### src/rtl/program_sequencer.sv
// program_sequencer: global instruction sequencer for the cell array.
// Fetches 16-bit instructions from a synchronous ROM, broadcasts each one with a
// single-cycle execution_enable strobe and owns the global PC and return stack.
// Instruction format: opcode in [15:12]; UNL=4'hA (imm8 in [7:0]),
// JUMP=4'hB and CALL=4'hC (target in [11:0]), RET=4'hD; 16'h0000 is NOP;
// every other opcode just advances the PC.
module program_sequencer #(
  parameter int PC_LENGTH = 12,
  parameter int SP_LENGTH = 5
) (
  input  logic                 clk,
  input  logic                 rst_n,
  input  logic                 start,
  output logic [PC_LENGTH-1:0] imem_addr,
  input  logic [15:0]          imem_data,
  input  logic                 all_diverge,
  output logic [15:0]          instruction,
  output logic [PC_LENGTH-1:0] next_program_counter,
  output logic [SP_LENGTH-1:0] next_stack_pointer,
  output logic                 execution_enable,
  output logic                 busy,
  output logic                 halted,
  output logic                 stack_error
);

  localparam logic [3:0]  OP_UNL    = 4'hA;
  localparam logic [3:0]  OP_JUMP   = 4'hB;
  localparam logic [3:0]  OP_CALL   = 4'hC;
  localparam logic [3:0]  OP_RET    = 4'hD;
  localparam logic [15:0] INSTR_NOP = 16'h0000;
  localparam int          STACK_DEPTH = 1 << SP_LENGTH;

  typedef enum logic [1:0] {
    IDLE,
    FETCH,
    WAIT,
    EXEC
  } state_t;

  state_t               state_q, state_d;
  logic [PC_LENGTH-1:0] pc_q, pc_d;
  logic [SP_LENGTH-1:0] sp_q, sp_d;
  logic [15:0]          ir_q, ir_d;
  logic                 halted_q, halted_d;
  logic                 stack_error_q, stack_error_d;
  logic                 push;

  logic [PC_LENGTH-1:0] stack_q [STACK_DEPTH];

  logic [PC_LENGTH-1:0] pc_inc;
  logic [PC_LENGTH-1:0] stack_top;
  logic                 sp_full;
  logic                 sp_empty;
  logic [3:0]           opcode;

  // pc+1 wraps naturally at the top address; the RET target is read combinationally
  // so returning costs no extra cycle.
  assign pc_inc    = pc_q + PC_LENGTH'(1);
  assign stack_top = stack_q[sp_q - SP_LENGTH'(1)];
  assign sp_full   = (sp_q == {SP_LENGTH{1'b1}});
  assign sp_empty  = (sp_q == '0);
  assign opcode    = ir_q[15:12];

  // Sequencing FSM plus the PC/SP/flag next-state logic resolved during EXEC.
  always_comb begin
    state_d       = state_q;
    pc_d          = pc_q;
    sp_d          = sp_q;
    ir_d          = ir_q;
    halted_d      = halted_q;
    stack_error_d = stack_error_q;
    push          = 1'b0;
    case (state_q)
      IDLE: begin
        if (start) begin
          state_d       = FETCH;
          pc_d          = '0;
          sp_d          = '0;
          halted_d      = 1'b0;
          stack_error_d = 1'b0;
        end
      end
      FETCH: begin
        state_d = WAIT;
      end
      WAIT: begin
        ir_d    = imem_data;
        state_d = EXEC;
      end
      EXEC: begin
        state_d = FETCH;
        case (opcode)
          OP_UNL: begin
            pc_d = all_diverge ? PC_LENGTH'(ir_q[7:0]) : pc_inc;
          end
          OP_JUMP: begin
            pc_d = PC_LENGTH'(ir_q[11:0]);
          end
          OP_CALL: begin
            if (sp_full) begin
              halted_d      = 1'b1;
              stack_error_d = 1'b1;
              state_d       = IDLE;
            end else begin
              push = 1'b1;
              sp_d = sp_q + SP_LENGTH'(1);
              pc_d = PC_LENGTH'(ir_q[11:0]);
            end
          end
          OP_RET: begin
            if (sp_empty) begin
              halted_d = 1'b1;
              state_d  = IDLE;
            end else begin
              sp_d = sp_q - SP_LENGTH'(1);
              pc_d = stack_top;
            end
          end
          default: begin
            pc_d = pc_inc;
          end
        endcase
      end
      default: begin
        state_d = IDLE;
      end
    endcase
  end

  // Outside EXEC the array sees NOP and the current PC/SP, so idle cycles never desync cells.
  always_comb begin
    imem_addr            = pc_q;
    execution_enable     = (state_q == EXEC);
    busy                 = (state_q != IDLE);
    halted               = halted_q;
    stack_error          = stack_error_q;
    instruction          = INSTR_NOP;
    next_program_counter = pc_q;
    next_stack_pointer   = sp_q;
    if (state_q == EXEC) begin
      instruction          = ir_q;
      next_program_counter = pc_d;
      next_stack_pointer   = sp_d;
    end
  end

  // State registers; reset overrides everything, including an EXEC in progress.
  always_ff @(posedge clk) begin
    if (!rst_n) begin
      state_q       <= IDLE;
      pc_q          <= '0;
      sp_q          <= '0;
      ir_q          <= INSTR_NOP;
      halted_q      <= 1'b0;
      stack_error_q <= 1'b0;
    end else begin
      state_q       <= state_d;
      pc_q          <= pc_d;
      sp_q          <= sp_d;
      ir_q          <= ir_d;
      halted_q      <= halted_d;
      stack_error_q <= stack_error_d;
    end
  end

  // Return-address stack RAM; contents survive reset, but a push is dropped when reset is asserted.
  always_ff @(posedge clk) begin
    if (rst_n && push) begin
      stack_q[sp_q] <= pc_inc;
    end
  end

endmodule

### config.mk
export PLATFORM = sky130hd
export DESIGN_NAME = program_sequencer
export DESIGN_NICKNAME = d
export VERILOG_FILES = /design/src/rtl/program_sequencer.sv
export SDC_FILE = /design/constraint.sdc
export NUM_CORES = 1
export LEC_CHECK = 0
export ABC_AREA = 1
export CAP_MARGIN = 20
export CORE_MARGIN = 2
export CORE_UTILIZATION = 50
export DETAILED_ROUTE_END_ITERATION = 16
export PLACE_DENSITY = 0.67
export SYNTH_ARGS = -nofsm -noshare
export SYNTH_HDL_FRONTEND = slang
export SYNTH_SLANG_ARGS = --single-unit
### constraint.sdc
create_clock -name clk -period 3.42 [get_ports clk]
set_clock_uncertainty 0.1 [all_clocks]
set_input_delay 0.342 -clock clk [delete_from_list [all_inputs] [get_ports clk]]
set_output_delay 0.342 -clock clk [all_outputs]
set_load 0.02 [all_outputs]
Word-level counts from Yosys, hierarchy flattened
Memory sizes are Yosys's and may differ from the RTL's. Index checks and enable logic that the tools add are counted. Widths: inputs -> output; s select.

RAM bits: 384. Word-level logic and storage cells: 62. Register bits after elaboration: 37. Memories kept: 1.

Muxes and demuxes: 31. Equality and inequality tests: 14. Reductions and logical operators: 7. Add/sub/neg operators: 3.

Memories: stack_q (depth 32, bits a word 12, rd ports 1, clocked after memory_dff 0, write ports 1, line 48) `logic [PC_LENGTH-1:0] stack_q [STACK_DEPTH];`.

Operators with widths (number): $mux 12 (5); $pmux 12 s4 (1); $pmux 12 s2 (1); $mux 5 (4); $pmux 5 s2 (2); $eq 4x4->1 const B (4); $mux 16 (1); $add 12x1->12 const B (1); $mux 1 (11); $pmux 1 s2 (4); $pmux 2 s4 (1); $ne 3x3->1 const B (2); $add 5x1->5 const B (1); $eq 5x5->1 const B (1); $logic_not 5->1 (1); $reduce_and 5->1 (1); $sub 5x1->5 const B (1); $eq 2x2->1 const B (2); $ne 2x1->1 const B (2); $reduce_and 4->1 (1); $reduce_bool 2->1 (2); $ne 3x1->1 const B (1); $eq 2x1->1 const B (1); $logic_not 2->1 (1); 3 further kinds (3).

Longest topological paths before layout
Word-level depth: 7. Mapped depth: 21.

Worst setup path before layout
Ideal clock, no wire load.

Path kind: register to output. Start point: register pc_q[0] (netlist: imem_addr[0]). End point: output port next_program_counter[9]. Stages on the path, launching flop included: 10. Data required time: 2.978 ns. Arrival time: 2.959 ns. Slack: 0.019 ns. Path buffers: 0. Cells stage by stage: dfxtp_1 inv_1 nor3_4 nand2_1 nor2_1 xor2_1 nand2_1 nand4_1 nand2_1 a31oi_1.

Cells in the longest elaborated chain, start to end: 5.

RTL lines: start: declaration (line 41) `logic [PC_LENGTH-1:0] pc_q, pc_d;`; start signal: assignment (line 158) `pc_q <= pc_d;`; $add 12x1->12 (*) (line 58) `assign pc_inc = pc_q + PC_LENGTH'(1);`; named net pc_inc[9] (line 50) `logic [PC_LENGTH-1:0] pc_inc;`; $mux 12 (line 94) `pc_d = all_diverge ? PC_LENGTH'(ir_q[7:0]) : pc_inc;`; $pmux 12 s4 (*) (line 92) `case (opcode)`; $pmux 12 s2 (*) (line 73) `case (state_q)`; $mux 12 (*) (line 140) `if (state_q == EXEC) begin`; end: declaration (line 18) `output logic [PC_LENGTH-1:0] next_program_counter,`.

The timed path passes the listed nets; every way through them passes the cells marked *.

Final worst setup path
Start point: register sp_q[0]. End point: output port next_program_counter[9].

Cells in the longest elaborated chain, start to end: 6.

RTL lines: start: declaration (line 42) `logic [SP_LENGTH-1:0] sp_q, sp_d;`; start signal: assignment (line 159) `sp_q <= sp_d;`; $sub 5x1->5 (line 59) `assign stack_top = stack_q[sp_q - SP_LENGTH'(1)];`; $mem_v2 32x12; $mux 12 (line 111) `if (sp_empty) begin`; $pmux 12 s4 (*) (line 92); $pmux 12 s2 (*) (line 73); $mux 12 (*) (line 140).

Mark *: on every way between the ends. The rest lies on a longest branch, timed or not.

==> metrics.txt <==
# TYPE chip_impl_metric gauge
chip_impl_metric{name="synth_seq_area_share",unit=""} 0.6749
chip_impl_metric{name="grt_util_all_layers",unit=""} 0.2658
chip_impl_metric{name="initial_core_utilization",unit=""} 0.5100
chip_impl_metric{name="finalHoldViolCount",unit=""} 0
chip_impl_metric{name="area_growth",unit="%"} 19.78
chip_impl_metric{name="fillCellCount",unit=""} 2759
chip_impl_metric{name="antenna_found_initial",unit=""} 0
chip_impl_metric{name="grt_use_met2",unit=""} 0.4261
chip_impl_info{name="cts_tree",value="built"} 1
chip_impl_metric{name="ctsHtreeMaxLevel",unit=""} 2
chip_impl_info{name="layout.cells.most_common",value="nand2_1"} 1
chip_impl_metric{name="utilization",unit=""} 0.6109
chip_impl_info{name="outcome",value="finished, violations left"} 1
chip_impl_info{name="critical_path.cell_chain",value="inv_6, ha_4, clkbuf_16, buf_4, clkbuf_16, nand3_1, nand3_1, nand3_1, nand3_1, nand4_1, nand2_1, a31oi_1, buf_4"} 1
chip_impl_info{name="failed_checks",value="setup timing"} 1
chip_impl_metric{name="fp-row-count",unit=""} 69
chip_impl_metric{name="maxCapViolations",unit=""} 0
chip_impl_metric{name="final_critical_path_setup_slack",unit="ns"} -0.01387
chip_impl_metric{name="port_buffers",unit=""} 68
chip_impl_metric{name="max_freq",unit="GHz"} 0.2912
chip_impl_metric{name="netlist.area_leader.share",unit=""} 0.6341
chip_impl_metric{name="wl_per_cell",unit="um"} 21.78
chip_impl_info{name="setup.worst_path.end_class",value="primary output"} 1
chip_impl_info{name="crit_path_frequent_cell",value="nand3_1"} 1
chip_impl_metric{name="grt_use_met3",unit=""} 0.03852
chip_impl_metric{name="drtIter0Drc",unit=""} 1600
chip_impl_metric{name="antenna_left",unit=""} 0
chip_impl_metric{name="cts-hold-fix-buffers",unit=""} 0
chip_impl_metric{name="synth_area_per_cell",unit="sq um"} 10.40
chip_impl_metric{name="dr_total_vias",unit=""} 13740
chip_impl_info{name="synth_top_cell_by_area",value="edfxtp_1"} 1
chip_impl_metric{name="yosys.cell_types.count",unit=""} 37
chip_impl_metric{name="yosys_register_bits",unit=""} 421
chip_impl_metric{name="fin_crit",unit="ns"} 3.434
chip_impl_metric{name="io-pin-count",unit=""} 69
chip_impl_metric{name="irDropWorstVdd",unit="mV"} 0.5058
chip_impl_info{name="globalRoute.busiestLayer",value="met2"} 1
chip_impl_metric{name="cts_inserted_buffers",unit=""} 43
chip_impl_metric{name="die_w",unit="um"} 194.7
chip_impl_info{name="critPathSlowestCell",value="dfxtp_4"} 1
chip_impl_metric{name="synth_cells",unit=""} 1748
chip_impl_metric{name="drc",unit=""} 0
chip_impl_info{name="crit_family",value="simple AND/OR/NAND/NOR gates"} 1
chip_impl_metric{name="drt_wl_total",unit="um"} 51560
chip_impl_metric{name="worst_setup_hold_path_clk_slew",unit="ns"} 0.06
chip_impl_info{name="hold_path_class",value="primary input to flop"} 1
chip_impl_metric{name="grt_pass1_wl",unit="um"} 77070
chip_impl_metric{name="dieArea",unit="sq um"} 37910
chip_impl_metric{name="clock_insertion_delay_worst_skew",unit="ns"} 0.55
chip_impl_info{name="critical_path_class",value="flop to primary output"} 1
chip_impl_metric{name="globalplace.congestion",unit=""} 0.9198
chip_impl_metric{name="vias_per_cell",unit=""} 5.804
chip_impl_metric{name="die_h",unit="um"} 194.7
chip_impl_metric{name="synth_warnings",unit=""} 0
chip_impl_metric{name="grt_start_max_net_pins",unit=""} 119
chip_impl_metric{name="timing.final.setup_violations",unit=""} 1
chip_impl_metric{name="ctsLongestPathBuffers",unit=""} 3
chip_impl_metric{name="diodes",unit=""} 0
chip_impl_metric{name="final.period_utilization",unit=""} 1.004
chip_impl_metric{name="drt-pass1-iter-count",unit=""} 5
chip_impl_metric{name="final_net_count",unit=""} 1906
chip_impl_metric{name="worst-path-buf-inv",unit=""} 5
chip_impl_metric{name="dp_slack",unit="ns"} 0.1431
chip_impl_metric{name="core_area",unit="sq um"} 35660
chip_impl_metric{name="worstMarginPinSlew",unit="ns"} 0.6671
chip_impl_metric{name="global_route.usage.met1",unit=""} 0.3737
chip_impl_info{name="setup.worst_path.start_class",value="flop"} 1
chip_impl_metric{name="grt_overflow",unit=""} 0
chip_impl_metric{name="mappedNetlistArea",unit="sq um"} 18180
chip_impl_info{name="mostFrequentLayoutCells",value="nand2_1 (542), edfxtp_1 (384), nand3_1 (365), nor2_1 (81), buf_4 (72)"} 1
chip_impl_info{name="rsz0062_at_grt",value="yes"} 1
chip_impl_metric{name="vias_in_the_first_global_route",unit=""} 13050
chip_impl_metric{name="cts.sinks",unit=""} 421
chip_impl_metric{name="slew_viol_final",unit=""} 0
chip_impl_metric{name="detailed_place_hpwl",unit="um"} 29330
chip_impl_metric{name="total_power_density_per_cell_area",unit="nW/um^2"} 494.8
chip_impl_metric{name="layout-drive-gt1-share",unit=""} 0.1259
chip_impl_metric{name="worstPathRequired",unit="ns"} 2.98
chip_impl_info{name="root_buffer",value="clkbuf_16"} 1
chip_impl_metric{name="timing.critical_path.slowest_cell_delay",unit="ns"} 0.37
chip_impl_metric{name="worst-endpoint-arrival",unit="ns"} 2.99
chip_impl_metric{name="power.leakage",unit="nW"} 8.198
chip_impl_info{name="top_post_synthesis_cells_by_area",value="edfxtp_1 (63%), nand2_1 (11%), nand3_1 (11%), dfxtp_1 (4.1%), nor2_1 (1.7%)"} 1
chip_impl_metric{name="normalized_max_slew_margin",unit=""} 0.5536
chip_impl_metric{name="worstPathMaxFanout",unit=""} 12
## tightest hold or removal path: cells and delay by family
kind / cells / cell delay [ns]
buffers and inverters: 1 / 0.40
and+or+nand+nor: 2 / 0.15
## repair_timing
item,4_1_cts,5_1_grt
resized for setup,71,62
cloned,7,6
setup endpoints to repair,17,16
buffers inserted,1,2
endpoints found under the hold margin,0,0
pin swaps,1,6
## synthesized netlist by cell type (all sizes together)
cell	count
clkinv	3
o221ai	1
nand2	546
nand3	402
nor2	83
nand4	1
o22ai	1
buf	66
clkbuf	31
a221oi	1
dfxtp	37
ha	9
nor3	3
o21bai	1
a211oi	1
a21oi	39
edfxtp	384
o2111ai	4
inv	75
conb	1
a22oi	3
a41oi	1
o21ai	42
xor2	7
o211ai	4
a31oi	1
or2	1
## layout make-up
| cell class | instances | area [sq um] | share of cell area |
|---|---|---|---|
| Timing Repair Buffer | 170 | 1886 | 0.08657 |
| Multi-Input combinational cell | 1163 | 5456 | 0.2505 |
| Tap cell | 461 | 576.8 | 0.02648 |
| Clock buffer | 57 | 1150 | 0.05279 |
| Inverter | 78 | 315.3 | 0.01448 |
| Sequential cell | 421 | 12280 | 0.5636 |
| Clock inverter | 17 | 121.4 | 0.005572 |
## final timing paths
kind                            startpoint                  endpoint  slack [ns]  depth (start not counted)
hold / removal               imem_data[11]     ir_q[11]$_SDFFE_PN0N_        0.29                          3
hold reg to reg   stack_error$_SDFFE_PN0P_  stack_error$_SDFFE_PN0P_        0.39                          2
setup / recovery        sp_q[0]$_SDFF_PN0_   next_program_counter[9]       -0.01                         13
setup reg to reg     ir_q[15]$_SDFFE_PN0N_   stack_q[6][0]$_DFFE_PP_        0.61                          9
## registers in the layout, summed over array words and instances, names as in the netlist
name         cells
halted           1
imem_addr       12
ir_q            16
sp_q             5
stack_error      1
stack_q        384
state_q          2
## stage by stage
stage	total power, mW	setup TNS, ns	cells	hold WS [ns]	instance area [sq um]
2_1_floorplan	6.240	0	1759	0.3732	18230
3_5_place_dp	6.553	0	2277	0.3595	19880
4_1_cts	10.80	-0.07958	2359	0.2723	21470
6_report	10.78	-0.01387	2367	0.2855	21780
5_1_grt	11.08	-0.4970	2367	0.2852	21780
3_3_place_gp	6.534	0	2277	0.3621	19880
## cell families (layout without fill, tap and decap cells)
group	Yosys count	after routing	share of synthesized area
flops	421	421	0.6749
buf+inv	175	322	0.04108
fa+ha+maj	9	9	0.006193
other cells	1	12	0.0002062
compound gates	99	99	0.03007
simple gates	1036	1036	0.2442
xor+xnor	7	7	0.003372
## report_power, final
group | switching (mW) | leakage [nW] | internal, mW | total, mW
clock | 1.87 | 0.622 | 2.44 | 4.31
sequential | 0.0967 | 3.48 | 5.66 | 5.76
combinational | 0.485 | 4.10 | 0.226 | 0.711
total | 2.45 | 8.20 | 8.32 | 10.8
## per-layer routing
| metal | share of wire | vias up |
|---|---|---|
| met3 | 0.087 | 92 |
| met5 | 0 | - |
| met1 | 0.41 | 6679 |
| met4 | 0.031 | 0 |
| met2 | 0.47 | 667 |
| li1 | - | 6301 |
Power figures use the tool's default switching activity.
